`config.mk`:
```
export PLATFORM = sky130hd
export DESIGN_NAME = encoder_frontend
export DESIGN_NICKNAME = d
export VERILOG_FILES = /design/src/rtl/encoder_frontend.sv
export SDC_FILE = /design/constraint.sdc
export NUM_CORES = 1
export LEC_CHECK = 0
export ABC_CLOCK_PERIOD_IN_PS = 1450
export BUFFER_PORTS_ARGS = -buffer_cell sky130_fd_sc_hd__buf_2
export CORE_UTILIZATION = 52
export CTS_CLUSTER_SIZE = 14
export DETAILED_ROUTE_END_ITERATION = 10
export PLACE_DENSITY = 0.78
export SYNTH_ARGS = -nofsm -noshare
export SYNTH_HDL_FRONTEND = slang
export SYNTH_SLANG_ARGS = --single-unit
export TNS_END_PERCENT = 10
```
`constraint.sdc`:
```
create_clock -name clk -period 1.45 [get_ports clk]
set_input_delay 0.145 -clock clk [delete_from_list [all_inputs] [get_ports clk]]
set_output_delay 0.145 -clock clk [all_outputs]
set_load 0.03 [all_outputs]
```
`src/rtl/encoder_frontend.sv`:
```
// Quadrature encoder front end: pad synchroniser, prescaled debounce, detent
// decode and a saturating or wrapping brightness counter with step strobes.
module encoder_frontend #(
  parameter int WIDTH       = 8,
  parameter int DIV         = 1000,
  parameter int LEN         = 4,
  parameter int STEP        = 1,
  parameter int SATURATE    = 1,
  parameter int RESET_VALUE = 0
) (
  input  logic             clk,
  input  logic             reset,
  input  logic             enc_a,
  input  logic             enc_b,
  output logic [WIDTH-1:0] value,
  output logic             step_up,
  output logic             step_dn,
  output logic             ready
);

  localparam int             DW       = (DIV > 1) ? $clog2(DIV) : 1;
  localparam logic [DW-1:0]  DIV_LAST = DW'(DIV - 1);
  localparam logic [WIDTH:0] STEP_X   = (WIDTH + 1)'(STEP);
  localparam logic [WIDTH-1:0] RST_V  = WIDTH'(RESET_VALUE);
  localparam logic [WIDTH-1:0] MAX_V  = {WIDTH{1'b1}};

  logic             a_s1_q, a_s1_d, a_sync_q, a_sync_d;
  logic             b_s1_q, b_s1_d, b_sync_q, b_sync_d;
  logic [DW-1:0]    div_cnt_q, div_cnt_d;
  logic [LEN-1:0]   a_hist_q, a_hist_d, b_hist_q, b_hist_d;
  logic             loaded_q, loaded_d;
  logic             a_db_q, a_db_d, b_db_q, b_db_d;
  logic [WIDTH-1:0] value_q, value_d;
  logic             step_up_q, step_up_d, step_dn_q, step_dn_d;

  logic             tick_s, a_db_nx_s, b_db_nx_s, rise_s;
  logic [WIDTH:0]   sum_up_s, sum_dn_s;

  // A level is accepted only once the whole sample window agrees on it.
  function automatic logic db_next(input logic [LEN-1:0] hist, input logic cur);
    if (&hist) begin
      return 1'b1;
    end else if (~|hist) begin
      return 1'b0;
    end else begin
      return cur;
    end
  endfunction

  // Next-state logic for synchroniser, prescaler, debounce and counter.
  always_comb begin
    a_s1_d    = enc_a;
    a_sync_d  = a_s1_q;
    b_s1_d    = enc_b;
    b_sync_d  = b_s1_q;
    a_hist_d  = a_hist_q;
    b_hist_d  = b_hist_q;
    loaded_d  = loaded_q;
    a_db_d    = a_db_q;
    b_db_d    = b_db_q;
    value_d   = value_q;
    step_up_d = 1'b0;
    step_dn_d = 1'b0;

    tick_s    = (div_cnt_q == DIV_LAST);
    div_cnt_d = tick_s ? {DW{1'b0}} : div_cnt_q + DW'(1);

    a_db_nx_s = db_next(a_hist_q, a_db_q);
    b_db_nx_s = db_next(b_hist_q, b_db_q);
    rise_s    = loaded_q & a_db_nx_s & ~a_db_q;
    sum_up_s  = {1'b0, value_q} + STEP_X;
    sum_dn_s  = {1'b0, value_q} - STEP_X;

    if (loaded_q) begin
      a_db_d = a_db_nx_s;
      b_db_d = b_db_nx_s;
    end else begin
      a_db_d = a_db_q;
      b_db_d = b_db_q;
    end

    // Direction uses the B level already debounced, not the one updating now.
    if (rise_s) begin
      if (!b_db_q) begin
        step_up_d = 1'b1;
        if ((SATURATE != 0) && sum_up_s[WIDTH]) begin
          value_d = MAX_V;
        end else begin
          value_d = sum_up_s[WIDTH-1:0];
        end
      end else begin
        step_dn_d = 1'b1;
        if ((SATURATE != 0) && sum_dn_s[WIDTH]) begin
          value_d = {WIDTH{1'b0}};
        end else begin
          value_d = sum_dn_s[WIDTH-1:0];
        end
      end
    end else begin
      value_d = value_q;
    end

    // First tick seeds the history from the pins so power-up levels make no step.
    if (tick_s) begin
      if (!loaded_q) begin
        a_hist_d = {LEN{a_sync_q}};
        b_hist_d = {LEN{b_sync_q}};
        a_db_d   = a_sync_q;
        b_db_d   = b_sync_q;
        loaded_d = 1'b1;
      end else begin
        a_hist_d = {a_hist_q[LEN-2:0], a_sync_q};
        b_hist_d = {b_hist_q[LEN-2:0], b_sync_q};
      end
    end else begin
      a_hist_d = a_hist_q;
      b_hist_d = b_hist_q;
    end
  end

  // State registers with synchronous reset.
  always_ff @(posedge clk) begin
    if (reset) begin
      a_s1_q    <= 1'b0;
      a_sync_q  <= 1'b0;
      b_s1_q    <= 1'b0;
      b_sync_q  <= 1'b0;
      div_cnt_q <= {DW{1'b0}};
      a_hist_q  <= {LEN{1'b0}};
      b_hist_q  <= {LEN{1'b0}};
      loaded_q  <= 1'b0;
      a_db_q    <= 1'b0;
      b_db_q    <= 1'b0;
      value_q   <= RST_V;
      step_up_q <= 1'b0;
      step_dn_q <= 1'b0;
    end else begin
      a_s1_q    <= a_s1_d;
      a_sync_q  <= a_sync_d;
      b_s1_q    <= b_s1_d;
      b_sync_q  <= b_sync_d;
      div_cnt_q <= div_cnt_d;
      a_hist_q  <= a_hist_d;
      b_hist_q  <= b_hist_d;
      loaded_q  <= loaded_d;
      a_db_q    <= a_db_d;
      b_db_q    <= b_db_d;
      value_q   <= value_d;
      step_up_q <= step_up_d;
      step_dn_q <= step_dn_d;
    end
  end

  assign value   = value_q;
  assign step_up = step_up_q;
  assign step_dn = step_dn_q;
  assign ready   = loaded_q;

endmodule

```
# Word level (Yosys, flattened, before mapping)
# Cells that the tools add are included.
# word_totals
register_bits	35
in_bits	4
out_inout_bits	11
elab_cells	44
# op_classes
add_sub_neg	3
n_eq_ne	1
mux	17
bitwise	4
n_reduce_logical	6
# op_table
cell	count
$mux W8	3
$mux W1	12
$add A10 B1 Y10 const B	1
$eq A10 B10 Y1 const B	1
$add A8 B1 Y9 const B	1
$sub A8 B1 Y9 const B	1
$mux W4	2
$reduce_and A4 Y1	2
$reduce_or A4 Y1	2
$reduce_or A2 Y1	2
$and A1 B1 Y1	2
$not A1 Y1	2

# Depth between registers and ports, before layout
# depth
ltp_word	7
ltp_mapped	7
ltp_nobuf	6

# Worst setup path before layout
# No wires, ideal clock.
# synth_timing
path_kind	reg-to-reg
from	reg value_q[4], in the netlist value[4]
to	reg value_q[7], in the netlist value[7]
setup_time_ps	74
arrival_ps	1708
required_ps	1376
path_slack_ps	-333
path_stages_with_launch	6
path_buffers	1
synth_period_minus_slack_ps	1783
cell_sequence	dfxtp_1 clkbuf_1 and3_1 a21oi_1 or4b_1 a31oi_1
# synth_via
elab_chain_len	3
word_cells_on_any_way	5
classes_between	2 x add/sub; 3 x mux
# synth_lines
item	line	rtl
start, declared	33	logic [WIDTH-1:0] value_q, value_d;
start signal, assigned	148	value_q <= value_d;
$add A8 B1 Y9 / $sub A8 B1 Y9 (equally long branches)	71, 72	
$mux W8, on equally long branches	86, 93	
$mux W8 (*)	84	if (!b_db_q) begin
# Every way passes the cells marked *; elsewhere a longest branch is shown, timed or not.
# A chain may end at the register's enable or synchronous reset.

# Final worst setup path
# layout_timing
from	reg div_cnt_q[1]
to	reg a_db_q
# layout_via
elab_chain_len	2
# layout_lines
item	line	rtl
start, declared	29	logic [DW-1:0] div_cnt_q, div_cnt_d;
start signal, assigned	128	div_cnt_q <= {DW{1'b0}};
start signal, assigned	142	div_cnt_q <= div_cnt_d;
$eq A10 B10 Y1	65	tick_s = (div_cnt_q == DIV_LAST);
$mux W1	104	if (tick_s) begin
end signal, assigned	132	a_db_q <= 1'b0;
end signal, assigned	146	a_db_q <= a_db_d;
end, declared	32	logic a_db_q, a_db_d, b_db_q, b_db_d;
# Every way passes these cells.

==> results_dict.tcl <==
set metrics [dict create \
    post_route_fraction_of_the_period_consumed_by_the_critical_path_pct 109 \
    placement.io_buffers 14 \
    fin_ws_ns -0.125 \
    cts_tree "built" \
    mappedNetlistNets 203 \
    effective_utilization_at_floorplan_pct 54.5 \
    synth.cell_area_sq_um 1660 \
    final_cell_mix "sky130_fd_sc_hd__buf_4, sky130_fd_sc_hd__nor2_1, sky130_fd_sc_hd__dfxtp_1" \
    swShare_pct 24.7 \
    final-setup-viol-count 11 \
    root_buffer "sky130_fd_sc_hd__clkbuf_4" \
    grt_pass1_vias 1549 \
    slew_violations 0 \
    power_frac_clock_pct 34.1 \
    worst_hold_startpoint "reset" \
    synth_enable_flop_cells 0 \
    grt_start_max_net_pins 25 \
    post-route-min-period_ns 1.58 \
    async_flop_share_pct 0 \
    slew_headroom_pct 69.7 \
    worstPathBufferInverterCount 1 \
    fin_setup_tns_ns -0.400 \
    io_pins 15 \
    totalPowerFinal_mw 1.57 \
    fmax_mhz 635 \
    grt_util_all_layers_pct 26.5 \
    synthCells 196 \
    power_per_cell_area_nw_per_um2 692 \
    antennaDiodeCount 0 \
    fp.dieH_um 58.6 \
    dominantRegCellSynth "sky130_fd_sc_hd__dfxtp_1" \
    grt_pass1_wl_um 6820 \
    wl_per_cell_um 15.5 \
    floorplan.die_area_sq_um 3430 \
    setup_repair_after_global_routing_missed_its_margin "yes" \
    slowest_cp_cell "sky130_fd_sc_hd__dfxtp_2" \
    ys_seq_elements 35 \
    clk_path_buf_depth 2 \
    areaGrowthSynthToFinish_pct 36.5 \
    crit_family "simple AND/OR/NAND/NOR gates" \
    die_width_um 58.6 \
    core_area_sq_um 3050 \
    violations "setup timing" \
    cts.clk_slew.worst_paths_ns 0.11 \
    r2r-start "div_cnt_q[1]" \
    final_hold_viol_count 0 \
    detail-route-antenna-nets 0 \
    power.internal_mw 1.18 \
    ir_worst_vdd_mv 0.634 \
    power_frac_comb_pct 3.9 \
    synth_warnings 0 \
    worst-endpoint-arrival_ns 1.83 \
    timing.setup.critical_path_class "flop to flop" \
    vias 1643 \
    hold_path_class "input port to flop" \
    tritoncts.num_buffers 5 \
    drt-pass1-iter-count 4 \
    num-nets-final 250 \
    kind_of_start_point_of_the_critical_path "flop" \
    timing.critical_path.required_ns 1.71 \
    clkLatencyLatePin_ns 0.35 \
    drt-total-wl_um 4450 \
    synth_seq_area_share_pct 42.1 \
    drv.max_cap_violation_count 0 \
    critical_path.max_fanout 5 \
    power.net_switching_mw 0.389 \
    slowest_delay_ns 0.37 \
    leakagePower_nw 0.859 \
    synth_cell_type_count 39 \
    detail_route.vias_per_cell 5.70 \
    route.detailed.drc 0 \
    timing.critical_path.cells "ha_4, nand2_4, nor4_4, buf_4, nand2_2, a221oi_2" \
    grt_remaining_overflow 0 \
    finalClockSkew_ns 0.0139 \
    antenna_violations_before_repair 0 \
    setup.worst_path.start "div_cnt_q[1]" \
    status "complete, but fails checks" \
    critPathCaptureType "flop" \
    final_common_cell "sky130_fd_sc_hd__buf_4" \
    place.gp.congestion 0.916 \
    syn_avg_cell_area_sq_um 8.49 \
    rows 20 \
    htree_levels 2 \
    transition_time_at_the_pin_with_the_least_slew_margin_ns 0.455 \
    numClockSinks 35 \
    place_hpwl_um 2810 \
    final_layout_size_suffix_gt1_share_pct 41.0 \
    drt_iter0_markers 122 \
    power.share.sequential_pct 61.9 \
]
-- power by group through the flow --
stage / Sequential (mW) / Clock [mW] / Combinational, mW
detailed placement: 0.994 / 0 / 0.0489
finish: 0.973 / 0.536 / 0.0619
global route: 0.975 / 0.583 / 0.0704
global placement: 0.993 / 0 / 0.0455
floorplan: 0.994 / 0 / 0.0293
CTS: 0.972 / 0.552 / 0.0532
-- routing by layer --
| metal | GRT usage (%) | wire [um] | up-vias |
|---|---|---|---|
| met1 | 32.3 | 1820 | 773 |
| met2 | 43.2 | 2230 | 60 |
| li1 | - | - | 796 |
| met3 | 8.13 | 281 | 14 |
| met4 | 11.9 | 121 | 0 |
| met5 | 0 | 0 | - |
-- repair_timing --
item / in CTS / in global routing
gates resized for setup: 13 / 25
gates cloned: 2 / 0
setup buffers: 1 / 2
setup endpoints to repair: 22 / 25
hold buffers: 2 / 0
pin swaps: 2 / 14
endpoints found under the hold margin: 2 / 0
-- cell usage after synthesis, drive strengths merged (2+ instances only) --
library cell | instances | area share, %
o31ai | 2 | 0.90
clkbuf | 9 | 2.0
xor2 | 5 | 2.6
a21oi | 4 | 1.2
o21a | 4 | 1.8
a311oi | 3 | 1.6
nor2 | 22 | 5.0
nor2b | 5 | 1.9
nand2b | 2 | 0.75
nor3b | 2 | 0.90
xnor2 | 8 | 4.2
nor3 | 11 | 3.3
mux2i | 5 | 3.0
a221oi | 4 | 2.1
nand3 | 9 | 3.0
a211oi | 3 | 1.4
a31oi | 5 | 1.9
dfxtp | 35 | 42
inv | 8 | 1.8
buf | 4 | 1.2
or3 | 2 | 0.75
o21ai | 6 | 1.8
ha | 3 | 2.3
nand2 | 18 | 4.1
nand4 | 3 | 1.1
nor4 | 3 | 1.5
-- registers in the layout (all words and copies together) (netlist names) --
| register | flops |
|---|---|
| div_cnt_q | 10 |
| b_hist_q | 4 |
| a_s1_q | 1 |
| a_sync_q | 1 |
| step_dn | 1 |
| ready | 1 |
| a_hist_q | 4 |
| b_sync_q | 1 |
| b_db_q | 1 |
| b_s1_q | 1 |
| step_up | 1 |
| value | 8 |
| a_db_q | 1 |
-- worst paths after layout --
| path | to | slack [ns] | cells past startpoint |
|---|---|---|---|
| hold reg to reg | b_sync_q | 0.45 | 1 |
| hold / removal | ready | 0.21 | 2 |
| setup / recovery | a_db_q | -0.13 | 6 |
| setup reg to reg | a_db_q | -0.13 | 6 |
-- stage by stage --
step	instances	hold WS (ns)	area (sq um)	setup slack (ns)	util, %
finish	288	0.213	2270	-0.125	74.4
global route	288	0.239	2270	-0.195	74.4
CTS	286	0.180	2160	-0.0454	70.6
detailed placement	273	0.364	2030	-0.114	66.4
global placement	273	0.356	2030	-0.0306	66.4
floorplan	196	0.217	1740	-0.123	-
-- kinds of logic after synthesis --
family	Yosys count	synth area share, %
and+or+nand+nor	83	25.1
AOI/OAI and AO/OA	36	15.6
DFF	35	42.1
buffers and inverters	21	5.04
xor gates and xnor gates	13	6.84
muxes	5	3.01
adders and majority gates	3	2.26
-- final cells by class --
cell class,count,area [sq um]
multi-input combinational,140,1030
fill,240,782
sequential,35,736
timing repair buffer,53,372
tap,44,55.1
clock buffer,6,41.3
inverter,8,30.0
clock inverter,2,11.3
Note: power is estimated with default switching activity, not from simulation.
